File: src/rtl/sky_sequencer.sv
// Day-cycle fade sequencer: IDLE -> RISE -> HOLD -> FALL -> DARK, advancing one step per frame tick.
// Latency: outputs update on the edge where tick=1 and are visible the next cycle.
// No backpressure: frames without run or a pending step are ignored and all state holds.
module sky_sequencer #(
    parameter int FRAMES_PER_STEP = 2,
    parameter int STEP            = 1,
    parameter int HOLD_FRAMES     = 120,
    parameter int DARK_FRAMES     = 60,
    parameter bit LOOP            = 1'b1
) (
    input  logic       clk_pix,
    input  logic       rst_n,
    input  logic       frame,
    input  logic       run,
    input  logic       step,
    input  logic       restart,
    output logic [7:0] fade_level,
    output logic       direction,
    output logic [2:0] phase,
    output logic       cycle_done
);

    typedef enum logic [2:0] {
        S_IDLE = 3'd0,
        S_RISE = 3'd1,
        S_HOLD = 3'd2,
        S_FALL = 3'd3,
        S_DARK = 3'd4
    } state_t;

    localparam logic [7:0] FPS_LAST  = 8'(FRAMES_PER_STEP - 1);
    // A zero frame count still costs one frame in that phase.
    localparam logic [9:0] HOLD_LAST = 10'((HOLD_FRAMES == 0) ? 0 : HOLD_FRAMES - 1);
    localparam logic [9:0] DARK_LAST = 10'((DARK_FRAMES == 0) ? 0 : DARK_FRAMES - 1);
    localparam logic [8:0] STEP9     = 9'(STEP);

    state_t     state, state_nxt;
    logic [7:0] fade_nxt;
    logic       dir_nxt;
    logic       cycle_done_nxt;
    logic [7:0] fcnt, fcnt_nxt;
    logic [9:0] hcnt, hcnt_nxt;
    logic       step_pend, step_pend_nxt;
    logic       tick;
    logic [8:0] sum;
    logic [8:0] diff;

    // A step arriving on the same cycle as the frame is consumed by that frame.
    assign tick  = frame & (run | step_pend | step);
    assign sum   = {1'b0, fade_level} + STEP9;
    assign diff  = {1'b0, fade_level} - STEP9;
    assign phase = state;

    always_comb begin
        state_nxt      = state;
        fade_nxt       = fade_level;
        dir_nxt        = direction;
        fcnt_nxt       = fcnt;
        hcnt_nxt       = hcnt;
        cycle_done_nxt = 1'b0;
        step_pend_nxt  = (step_pend | step) & ~tick;

        if (tick) begin
            case (state)
                S_IDLE: begin
                    state_nxt = S_RISE;
                    fcnt_nxt  = '0;
                end
                S_RISE: begin
                    if (fcnt == FPS_LAST) begin
                        fcnt_nxt = '0;
                        if (sum >= 9'd255) begin
                            fade_nxt  = 8'hff;
                            state_nxt = S_HOLD;
                            hcnt_nxt  = '0;
                        end else begin
                            fade_nxt = sum[7:0];
                        end
                    end else begin
                        fcnt_nxt = fcnt + 8'd1;
                    end
                end
                S_HOLD: begin
                    if (hcnt == HOLD_LAST) begin
                        state_nxt = S_FALL;
                        dir_nxt   = 1'b1;
                        fcnt_nxt  = '0;
                    end else begin
                        hcnt_nxt = hcnt + 10'd1;
                    end
                end
                S_FALL: begin
                    if (fcnt == FPS_LAST) begin
                        fcnt_nxt = '0;
                        // diff[8] is the sign of the 9-bit result: set means it went below zero.
                        if (diff[8] || diff == 9'd0) begin
                            fade_nxt  = 8'h00;
                            state_nxt = S_DARK;
                            hcnt_nxt  = '0;
                        end else begin
                            fade_nxt = diff[7:0];
                        end
                    end else begin
                        fcnt_nxt = fcnt + 8'd1;
                    end
                end
                S_DARK: begin
                    if (hcnt == DARK_LAST) begin
                        cycle_done_nxt = 1'b1;
                        dir_nxt        = 1'b0;
                        fcnt_nxt       = '0;
                        state_nxt      = LOOP ? S_RISE : S_IDLE;
                    end else begin
                        hcnt_nxt = hcnt + 10'd1;
                    end
                end
                default: state_nxt = S_IDLE;
            endcase
        end

        if (restart) begin
            state_nxt      = S_IDLE;
            fade_nxt       = 8'h00;
            dir_nxt        = 1'b0;
            fcnt_nxt       = '0;
            hcnt_nxt       = '0;
            cycle_done_nxt = 1'b0;
            step_pend_nxt  = 1'b0;
        end
    end

    always_ff @(posedge clk_pix or negedge rst_n) begin
        if (!rst_n) begin
            state      <= S_IDLE;
            fade_level <= 8'h00;
            direction  <= 1'b0;
            cycle_done <= 1'b0;
            fcnt       <= '0;
            hcnt       <= '0;
            step_pend  <= 1'b0;
        end else begin
            state      <= state_nxt;
            fade_level <= fade_nxt;
            direction  <= dir_nxt;
            cycle_done <= cycle_done_nxt;
            fcnt       <= fcnt_nxt;
            hcnt       <= hcnt_nxt;
            step_pend  <= step_pend_nxt;
        end
    end

endmodule

File: config.mk
export PLATFORM = sky130hd
export DESIGN_NAME = sky_sequencer
export DESIGN_NICKNAME = d
export VERILOG_FILES = /design/src/rtl/sky_sequencer.sv
export SDC_FILE = /design/constraint.sdc
export NUM_CORES = 1
export LEC_CHECK = 0
export CAP_MARGIN = 10
export CORE_MARGIN = 2
export CORE_UTILIZATION = 63
export DETAILED_ROUTE_END_ITERATION = 16
export PLACE_DENSITY = 0.92
export SYNTH_ARGS = -nofsm -noshare
export SYNTH_HDL_FRONTEND = slang
export SYNTH_SLANG_ARGS = --single-unit
File: constraint.sdc
create_clock -name clk_pix -period 4.1 [get_ports clk_pix]
set_input_delay 0.41 -clock clk_pix [delete_from_list [all_inputs] [get_ports clk_pix]]
set_output_delay 0.41 -clock clk_pix [all_outputs]
set_load 0.02 [all_outputs]
After elaboration in Yosys (flattened, before gate mapping):

Index checks and enable logic that the tools add are counted.

* register bits after elaboration: 32
* latch bits: 0
* memory bits (writable): 0
* ROM bits: 0
* bits of input ports: 6
* output and inout port bits: 13
* logic and storage cells: 88
* memories kept: 0

* add/sub/neg operators: 4
* multipliers: 0
* divide/modulo/power cells: 0
* $lt $le $gt $ge: 1
* equal/unequal tests: 15
* shift operators: 0
* muxes and demuxes: 41
* bitwise operators: 6
* reductions and logical operators: 14

Operators by type and width (number)
* 2-to-1 mux 8 bit: 11
* 2-to-1 mux 10 bit: 8
* one-hot mux 10 bit (4 select lines): 1
* one-hot mux 8 bit (4 select lines): 1
* 2-to-1 mux 3 bit: 8
* inequality test 3 bit (second input constant): 8
* one-hot mux 8 bit (2 select lines): 1
* one-hot mux 3 bit (5 select lines): 1
* AND reduction 4 bit: 3
* adder 10 x 1 -> 10 bit (second input constant): 1
* == test 10 x 6 -> 1 bit (second input constant): 1
* == test 10 x 7 -> 1 bit (second input constant): 1
* nonzero test 5 bit: 2
* adder 8 x 1 -> 9 bit (second input constant): 1
* greater-or-equal comparator 9 x 8 -> 1 bit (second input constant): 1
* zero test 9 bit: 1
* 2-to-1 mux 1 bit: 9
* subtractor 8 x 1 -> 9 bit (second input constant): 1
* adder 8 x 1 -> 8 bit (second input constant): 1
* == test 8 x 1 -> 1 bit (second input constant): 1
* AND reduction 8 bit: 1
* AND reduction 7 bit: 1
* == test 3 x 2 -> 1 bit (second input constant): 2
* nonzero test 3 bit: 2
* 10 further kinds: 13

Depth between registers and ports, before layout:

Gate-level depths: netlist of run 1.

* depth in word-level cells: 8
* mapped depth: 8
* gate-level depth less buffers: 8

Least setup slack after synthesis of run 1:

No wires, ideal clock.

* kind: reg-to-reg
* start: register fade_level[0]
* end: register state[2], in the netlist phase[2]
* setup time: 0.127 ns
* arrival time: 2.553 ns
* data required time: 3.973 ns
* slack: 1.419 ns
* stages on the path, launching flop included: 9
* path buffers: 0
* clock period less this slack: 2.681 ns
* cells stage by stage: dfrtp_1 > inv_1 > ha_1 > or4b_1 > a2bb2oi_1 > o21ai_1 > a311oi_1 > nor4b_2 > mux2_1

* word-level cells in the longest chain between the ends: 5
* elaborated cells between the ends (all ways): 8
* those cells by class: 2 x add/sub; 1 x order compare; 2 x eq/ne; 3 x reduce/logical

Ends and longest elaborated chain
* start: declaration: line 17 `output logic [7:0] fade_level,`
* start signal: assignment: line 143 `fade_level <= fade_nxt;`
* parallel branches: the longest is 4 deep, another holds adder 8 x 1 -> 9 bit
* AND reduction 7 bit (no source line) *
* end signal: assignment: line 142 `state <= state_nxt;`
* end: declaration: line 37 `state_t state, state_nxt;`

Every way passes the cells marked *.
A chain may end at the register's enable or synchronous reset.

Worst setup path after layout of run 1:

* start: register fcnt[1]
* end: register hcnt[4]

* word-level cells in the longest chain between the ends: 3
* elaborated cells between the ends (all ways): 4
* those cells by class: 3 x eq/ne; 1 x reduce/logical

Ends and longest elaborated chain
* start: declaration: line 41 `logic [7:0] fcnt, fcnt_nxt;`
* start signal: assignment: line 146 `fcnt <= fcnt_nxt;`
* == test 8 x 1 -> 1 bit *: line 70, 93
* inequality test 3 bit (no source line)
* AND reduction 8 bit (no source line) *
* end signal: assignment: line 147 `hcnt <= hcnt_nxt;`
* end: declaration: line 42 `logic [9:0] hcnt, hcnt_nxt;`

Every way passes the cells marked *; elsewhere a longest branch is shown, timed or not.

==> results of run 1 <==
==> worst paths after layout <==
check / startpoint / to / slack, ns / cells after the start
setup / recovery: fcnt[1]$_DFFE_PN0P_ / hcnt[4]$_DFFE_PN0P_ / 1.07 / 8
setup reg to reg: fcnt[1]$_DFFE_PN0P_ / hcnt[4]$_DFFE_PN0P_ / 1.07 / 8
min in group asynchronous: rst_n / fade_level[5]$_DFFE_PN0P_ / 0.53 / 2
max in group asynchronous: rst_n / fcnt[6]$_DFFE_PN0P_ / 3.26 / 2
hold reg to reg: hcnt[9]$_DFFE_PN0P_ / hcnt[9]$_DFFE_PN0P_ / 0.49 / 1
hold / removal: hcnt[9]$_DFFE_PN0P_ / hcnt[9]$_DFFE_PN0P_ / 0.49 / 1
==> critical path: cells and delay by family (launching register included) <==
| family | cells | cell delay, ns |
|---|---|---|
| compound gates | 3 | 1.03 |
| fa+ha+maj | 1 | 0.12 |
| buf+inv | 2 | 0.23 |
| flops | 1 | 0.42 |
| simple gates | 2 | 1.12 |
==> metrics by stage <==
stage	setup slack (ns)	cells	util (%)
detailed placement	1.074	335	69.81
global placement	1.125	335	69.81
global route	0.8711	343	72.41
CTS	1.142	343	72.41
floorplan	1.419	280	-
finish	1.072	343	72.41
==> metal layers <==
metal	vias up	track usage (%)	wire (um)
met5	-	0	0
met4	0	12.77	170
met3	20	5.556	437
met2	125	44.92	2774
met1	1098	41.08	2478
li1	1075	-	-
==> power by group <==
part / leakage, nW / total (mW) / internal [mW] / switching [mW]
Sequential: 0.444 / 0.344 / 0.325 / 0.0187
Clock: 0.0445 / 0.258 / 0.136 / 0.122
Combinational: 0.552 / 0.181 / 0.0686 / 0.113
==> synth_stat cells (2+ instances only) <==
library cell  instances  area (um2)
nor2_1               21       78.83
mux2i_1               2       20.02
a21oi_1               9       45.04
or4_1                 5       37.54
inv_1                12       45.04
a31o_2                3       26.28
nand3_1              16       80.08
a22o_1                2       17.52
ha_1                  7       87.58
o21ai_0              21       105.1
o41ai_1               2       17.52
and2_1                2       12.51
o21a_1                5       37.54
nor2b_1               6       37.54
xnor2_1               4       35.03
and3_1                4       25.02
dfrtp_1              32       800.8
o21ai_1               2       10.01
a21boi_0              2       15.01
o211ai_1              4       30.03
nor4b_2               3       45.04
or3_4                 2       22.52
or4b_1                2       20.02
a41oi_1               7       61.31
o31a_1                2       17.52
or2_2                 3       18.77
or3_1                 3       18.77
clkbuf_1             11       41.29
a31oi_1              12       75.07
o31ai_1               4       30.03
o2bb2ai_1             2       17.52
nand2b_1              8       50.05
nand2_1              29       108.9
nor3_1                9       45.04
nor3b_1               2       15.01
and4_1                2       17.52
==> final cells by class <==
class / instances / area, um2 / share of cell area [%]
clock inverters: 1 / 7.507 / 0.2875
repair buffers: 20 / 195.2 / 7.475
flip-flops and latches: 32 / 800.8 / 30.67
well taps: 48 / 60.06 / 2.300
multi-input cells: 223 / 1416 / 54.24
inverters: 12 / 45.04 / 1.725
clock buffers: 7 / 86.33 / 3.306
==> logic make-up (layout without fill, tap and decap cells) <==
kind of cell / after synthesis / in the layout
AOI/OAI and AO/OA: 85 / 85
xor gates and xnor gates: 4 / 4
adders and majority gates: 7 / 7
buffers and inverters: 25 / 40
DFF: 32 / 32
muxes: 3 / 3
and+or+nand+nor: 124 / 124
==> registers in the layout (all words and copies together), names as in the netlist <==
| signal | cells |
|---|---|
| direction | 1 |
| fade_level | 8 |
| hcnt | 10 |
| cycle_done | 1 |
| step_pend | 1 |
| fcnt | 8 |
| phase | 3 |
==> qor.txt, run 1 <==
Grt ovf: 0
Drt first pass iters: 5
CTS Buf Count: 5
Filler cell count: 286
Worst EP required: 4.29 ns
Yosys warning count: 0
Final Cell Area: 2611 um2
Crit path largest cell delay: 0.63 ns
Setup Buffers After CTS: 0
Max clock buf depth: 2
Crit path max-delay cell type: nor2_1
Fin. max-slew vios: 0
Post-synth EDFFs: 0
TritonCTS clock tree: done
Measured slew at the worst slew-check pin: 0.7852 ns
Std cell rows: 22
WL/cell: 17.09 um
Syn avg cell area: 8.285 um2
Max VDD drop: 0.0002217 V
DR vias/cell: 6.758
Final ANT Viol Nets: 0
Pin count of the biggest net entering global routing: 33
Cell mode on critical path: inv_1
Starting Density: 64.33%
First-pass GRT wire length: 9639 um
Sequential share of the synthesized area: 34.52%
Layout Skew: 0.004295 ns
Share of cells above drive strength 1: 7.119%
Fmax: 330.3 MHz
Htree depth: 2
Vias: 2,318
Die H: 64.68 um
#FFs+latches synth: 32
Post-route clock period utilization: 73.84%
Number of global-route vias before repair: 2,037
Synthesized net count: 293
Core ar.: 3606 um2
Asr flop ratio synth: 100.0%
Adder-Cell Fraction of Synth Area: 3.776%
Compound-Gate Fraction of Synth Area: 24.65%
Synthesized cell area: 2320 um2
RSZ-0062 raised after global routing: false
Clk pin slew, worst setup/hold paths: 0.07 ns
Max-cap violations: 0
Critical path endpoint category: flip-flop
Crit start category: flip-flop
Hold slack: 0.4881 ns
Max FO, Critical Path: 10
CTS Hold Bufs: 0
Worst min-delay path class: flip-flop to flip-flop
WL final: 5861 um
Library cells used by synthesis: 54
Final hold vios: 0
Crit path time final: 3.028 ns
PD cells: 300.2 nW/um2
Most common cell after layout, fill and taps aside: dfrtp_1
Top-level I/O count: 19
# setup viols final: 0
Clock Sink Count: 32
Dpl cell area: 2517 um2
Gr usage total: 29.48%
Cell count after synthesis: 280
Gpl congestion: 0.9535
Post_cts resized: 0
First DRT Iteration DRCs: 223
Mux cell area share after synthesis: 1.348%
Syn-to-layout area delta: 12.57%
Static Leak: 1.041 nW
DP HPWL: 4059 um
Initial antenna violation count: 0
Root Driver: clkbuf_8
Main combinational cell family by area after synthesis: simple AND/OR/NAND/NOR gates
Residual DRC: 0
Sum Neg Setup Slack: 0 ns
Max transition margin: 46.30%
Arr. time, crit path: 3.22 ns
Port Buf Inserts: 18
Synth Area in Simple Gates: 29.77%
XOR/XNOR share of the synthesized area: 1.510%
Setup CP Type: flip-flop to flip-flop
Worst path cell trace: inv_1 > ha_1 > or4b_1 > o21ai_1 > inv_1 > nor2_1 > a41oi_1 > a31oi_1
Nets@finish: 307
Die ar.: 4184 um2
# diodes: 0
Most frequent cells in the layout: dfrtp_1, nand2_1, nor2_1, o21ai_0, clkdlybuf4s50_1
Post-synth top flop: dfrtp_1
Status: finished, final reports clean
Die width: 64.68 um
Worst skew pair latency: 0.29 ns
Tot Pwr: 0.7838 mW
No activity file was read; power rests on OpenSTA's default activity.
==> run 2: changes to the inputs <==
CORE_UTILIZATION = 53   (was 63)
PLACE_DENSITY = 0.83   (was 0.92)
clock period = 2.5 ns   (was 4.1 ns; I/O delays follow)
==> qor.txt, run 2 (synthesis results as in run 1) <==
Status: finished, final reports clean
Setup CP Type: flip-flop to flip-flop
WL/cell: 15.98 um
DR vias/cell: 6.257
Htree depth: 2
First-pass GRT wire length: 9839 um
CTS Buf Count: 5
Crit path max-delay cell type: or4b_4
TritonCTS clock tree: done
Gpl congestion: 0.9844
Worst min-delay path class: primary input to asynchronous set/reset pin
Tot Pwr: 1.390 mW
Final worst setup slack: 0.09470 ns
Max transition margin: 63.15%
Biggest regs: hcnt: 10 flops, fade_level: 8 flops, fcnt: 8 flops
Fmax: 415.7 MHz
Grt ovf: 0
CTS Hold Bufs: 0
DP HPWL: 4212 um
Final hold vios: 0
Top-level I/O count: 19
Critical path endpoint category: flip-flop
Crit path time final: 2.405 ns
Hold slack: 0.3618 ns
Crit start category: flip-flop
Final core occ: 68.71%
Std cell rows: 24
Crit path largest cell delay: 0.50 ns
First DRT Iteration DRCs: 185
Die ar.: 4922 um2
Die H: 70.16 um
Final ANT Viol Nets: 0
WL final: 6041 um
Nets@finish: 338
Vias: 2,365
Post-route clock period utilization: 96.21%
Syn-to-layout area delta: 27.18%
Max reg flops: 10
Port Buf Inserts: 18
Max VDD drop: 0.0002367 V
Root Driver: clkbuf_8
Starting Density: 54.02%
# setup viols final: 0
Clk pin slew, worst setup/hold paths: 0.06 ns
Final non-filler cell total: 378
Drt first pass iters: 4
Pin count of the biggest net entering global routing: 33
Core ar.: 4294 um2
Gr usage total: 25.12%
Static Leak: 1.229 nW
Max-cap violations: 0
# diodes: 0
Initial antenna violation count: 0
Measured slew at the worst slew-check pin: 0.5481 ns
Setup WS pre-CTS: 0.01233 ns
PD cells: 471.3 nW/um2
Max FO, Critical Path: 7
Clock Sink Count: 32
Layout Skew: 0.005692 ns
Worst path cell trace: inv_4 > ha_4 > or4b_4 > nor2_2 > o2bb2ai_2 > a311oi_4 > nor4b_4 > mux2_1
Die width: 70.16 um
Arr. time, crit path: 2.59 ns
Residual DRC: 0
Worst skew pair latency: 0.30 ns
Most common cell after layout, fill and taps aside: buf_4
Share of cells above drive strength 1: 21.47%
Most frequent cells in the layout: buf_4, dfrtp_1, nand2_1, o21ai_0, nor2_1
Worst EP required: 2.68 ns
Max clock buf depth: 2
Number of global-route vias before repair: 2,185
Fin. max-slew vios: 0
Reg with most FFs: hcnt
Placed cells: 368
[run 2: power breakdown]
part,switching (mW),internal (mW),leakage [nW]
Sequential,0.0105,0.534,0.441
Clock,0.194,0.224,0.0455
Combinational,0.234,0.193,0.743
[run 2: layout make-up]
type                       count  area [um2]
multi-input combinational    223        1516
tap                           52       65.06
clock buffer                   8       90.09
sequential                    32       803.3
timing repair buffer          51       427.9
fill                         361        1344
inverter                      12       47.55
[run 2: through the flow]
step	TNS, ns	area [um2]
after floorplan	-0.002485	2345
after global placement	0	2765
after detailed placement	0	2765
after global routing	-0.02719	2950
final	0	2950
after CTS	0	2855
[run 2: worst paths after layout]
kind / from / end / slack [ns] / cells after the start
worst min register to register: step_pend$_DFF_PN0_ / step_pend$_DFF_PN0_ / 0.49 / 1
worst min-delay path: rst_n / cycle_done$_DFF_PN0_ / 0.36 / 2
worst max-delay path: fade_level[0]$_DFFE_PN0P_ / phase[2]$_DFFE_PN0P_ / 0.09 / 8
worst max register to register: fade_level[0]$_DFFE_PN0P_ / phase[2]$_DFFE_PN0P_ / 0.09 / 8
max in group asynchronous: rst_n / fade_level[1]$_DFFE_PN0P_ / 1.82 / 2
min in group clk_pix: step_pend$_DFF_PN0_ / step_pend$_DFF_PN0_ / 0.49 / 1
[run 2: worst max-delay path: cells and delay by family, from the launching register on]
family          cells  cell delay [ns]
mux                 1             0.34
buf+inv             1             0.09
fa+ha+maj           1             0.16
simple gates        3             0.94
compound gates      2             0.32
flops               1             0.45
[run 2: routing by layer]
layer / vias to the layer above / GRT usage [%] / wire length [um] / share of wire, %
met5: - / 0 / 0 / 0
met4: 0 / 11.75 / 179 / 3.0
met3: 16 / 4.762 / 338 / 5.6
met2: 78 / 40.95 / 2936 / 49
met1: 1136 / 32.22 / 2586 / 43
li1: 1135 / - / - / -
[run 2: repair_timing]
| action | 4_1_cts | 5_1_grt |
|---|---|---|
| buffers inserted | 0 | 2 |
| gates resized for setup | 0 | 17 |
| setup endpoints to repair | 0 | 15 |
==> edit, RTL diff (settings of run 2) <==
Change the parameter `LOOP` from 1'b1 to 1'b0.
--- a/src/rtl/sky_sequencer.sv
+++ b/src/rtl/sky_sequencer.sv
@@ -6,7 +6,7 @@
     parameter int STEP            = 1,
     parameter int HOLD_FRAMES     = 120,
     parameter int DARK_FRAMES     = 60,
-    parameter bit LOOP            = 1'b1
+    parameter bit LOOP            = 1'b0
 ) (
     input  logic       clk_pix,
     input  logic       rst_n,
Check against the original RTL: no difference found for any inputs over 10 cycles, from zero or initial values and one cycle with rst_n low; that may be too few to reach the edited logic, so the function may still have changed.
==> edit against run 2 <==
- routed wire length down 1.6%
- sequential cell count unchanged
- power up 5.2%
- synthesized area up 5.3%
- combinational power down 11%
- sequential share of layout area up 0.86 points
- worst setup slack better by 0.090 ns
- via count down 0.38%
- final area down 3.4%
- largest power group unchanged
==> edit: results (changes against run 2) <==
Final ANT Viol Nets 0 (unchanged); proportion of synthesized area in mux cells 0.00820 (was 0.0135); status finished, final reports clean (unchanged); # hold bufs at CTS 0 (unchanged); Setup WS pre-CTS 0.129 ns (was 0.0123 ns); Starting DRT DRC Count 215 (was 185); Seq/Total Area, Yosys 0.328 (was 0.345); async set-reset flop share out of synthesis 1.00 (unchanged); final wirelength 5940 µm (was 6040 µm); antenna violations before repair 0 (unchanged); Leak 0.00119 µW (was 0.00123 µW); Regs by FF count hcnt x10, fade_level x8, fcnt x8 (unchanged); DRT Pass-1 Iters 5 (was 4); Power Internal 989 µW (was 952 µW); share of cells above drive strength 1 0.132 (was 0.215); Vias 2356 (was 2365); vias in the first global route 2187 (was 2185); Ys Warns 0 (unchanged); Post-Syn Nets 299 (was 293); Yosys cell types 62 (was 54); overall routing resource usage 0.242 (was 0.251); post-detail-place hpwl 4200 µm (was 4210 µm); Skew-Pair Late Insertion Delay 0.29 ns; global-route wire length before repair 9990 µm (was 9840 µm); Placer Congestion 0.878 (was 0.984); Compound-Gate Fraction of Synth Area 0.273 (was 0.246); Hold Crit Class input port to async pin (unchanged); crit-path max FO 6 (was 7); Port Buffer Count 18 (unchanged); # diodes 0 (unchanged); max reg flops 10 (unchanged); nets 322 (was 338); number of synthesized flops with an enable pin 0 (unchanged); Post-Synth Adder-Cell Area 0.0359 (was 0.0378); CTS H-tree lvls 2 (unchanged); Synth area leaders dfrtp_1 (33%), a31oi_1 (4.1%), ha_1 (3.6%) (was dfrtp_1 (35%), nand2_1 (4.7%), o21ai_0 (4.5%)); Clock Tree Root clkbuf_8 (unchanged); clock slew at reported path FFs approximately 0.07 ns; Peak VDD IR 381 µV (was 237 µV); Clock Path Buffers 2 (unchanged); TritonCTS Buffers 5 (unchanged); Clock Skew 0.0120 ns (was 0.00569 ns); Synth Area in XOR/XNOR 0.0143 (was 0.0151); Relative slew margins 0.600 (was 0.631); largest net degree at the start of global routing 33 (unchanged); # fillers 344 (was 361); most instantiated cells after synthesis dfrtp_1 (32), nor2_1 (22), nand2_1 (20) (was dfrtp_1 (32), nand2_1 (29), nor2_1 (21), o21ai_0 (21), nand3_1 (16))
-- edit: changes by cell type after synthesis, moves of 4 or more --
cell             run 2  this run
nand2_1             29        20
o21ai_0             21        14
nand2b_1             8         2
buf_2                1         6
nor4b_1              0         5
a31oi_1             12        16
a41oi_1              7         3
o21bai_1             0         4
or3b_1               0         4
-- edit: final timing paths --
check / startpoint / end / slack [ns] / cells past startpoint
setup / recovery: fade_level[0]$_DFFE_PN0P_ / hcnt[1]$_DFFE_PN0P_ / 0.18 / 7
hold / removal: rst_n / fade_level[6]$_DFFE_PN0P_ / 0.35 / 2
setup reg to reg: fade_level[0]$_DFFE_PN0P_ / hcnt[1]$_DFFE_PN0P_ / 0.18 / 7
hold reg to reg: hcnt[0]$_DFFE_PN0P_ / hcnt[0]$_DFFE_PN0P_ / 0.51 / 1
max in group asynchronous: rst_n / hcnt[6]$_DFFE_PN0P_ / 1.84 / 2
min in group clk_pix: hcnt[0]$_DFFE_PN0P_ / hcnt[0]$_DFFE_PN0P_ / 0.51 / 1
-- edit: through the flow --
| step | hold WS [ns] | util | power [µW] | instances | instance area [µm²] |
|---|---|---|---|---|---|
| finish | 0.354 | 0.650 | 1460 | 362 | 2850 |
| CTS | 0.368 | 0.645 | 1450 | 361 | 2830 |
| global route | 0.414 | 0.650 | 1540 | 362 | 2850 |
| detailed placement | 0.487 | 0.621 | 958 | 353 | 2720 |
| global placement | 0.486 | 0.621 | 951 | 353 | 2720 |
| floorplan | -0.0456 | - | 852 | 286 | 2440 |
-- edit: cell type report --
type | instances | area (µm²) | share of cell area
clock buffers | 6 | 72.6 | 0.0254
clock inverters | 2 | 35.0 | 0.0123
inverters | 9 | 33.8 | 0.0118
flip-flops and latches | 32 | 801 | 0.281
well taps | 52 | 65.1 | 0.0228
multi-input cells | 224 | 1520 | 0.534
repair buffers | 37 | 323 | 0.113
-- edit: layer usage --
layer | GRT usage | vias to the layer above | routed length (µm)
met2 | 0.377 | 57 | 2840
met4 | 0.107 | 0 | 131
li1 | - | 1137 | -
met5 | 0 | - | 0
met3 | 0.0408 | 21 | 252
met1 | 0.330 | 1141 | 2720
-- edit: power by group through the flow --
stage / registers [µW] / logic [µW] / clock network (µW)
global route: 595 / 417 / 524
detailed placement: 597 / 362 / 0
global placement: 596 / 356 / 0
CTS: 587 / 362 / 500
floorplan: 585 / 267 / 0
finish: 590 / 378 / 495
-- edit: worst max-delay path, stage by stage (launching register included) --
cell       delay [ns]
dfrtp_1          0.38
inv_1            0.08
ha_1             0.21
or3b_1           0.42
a311oi_4         0.30
o21ai_2          0.18
a2111oi_2        0.43
mux2i_1          0.23
-- edit: what timing repair did --
action / CTS / global route
hold endpoints to repair: 0 / 0
endpoints found under the setup margin: 0 / 9
gates resized for setup: 0 / 3
setup buffers: 0 / 1
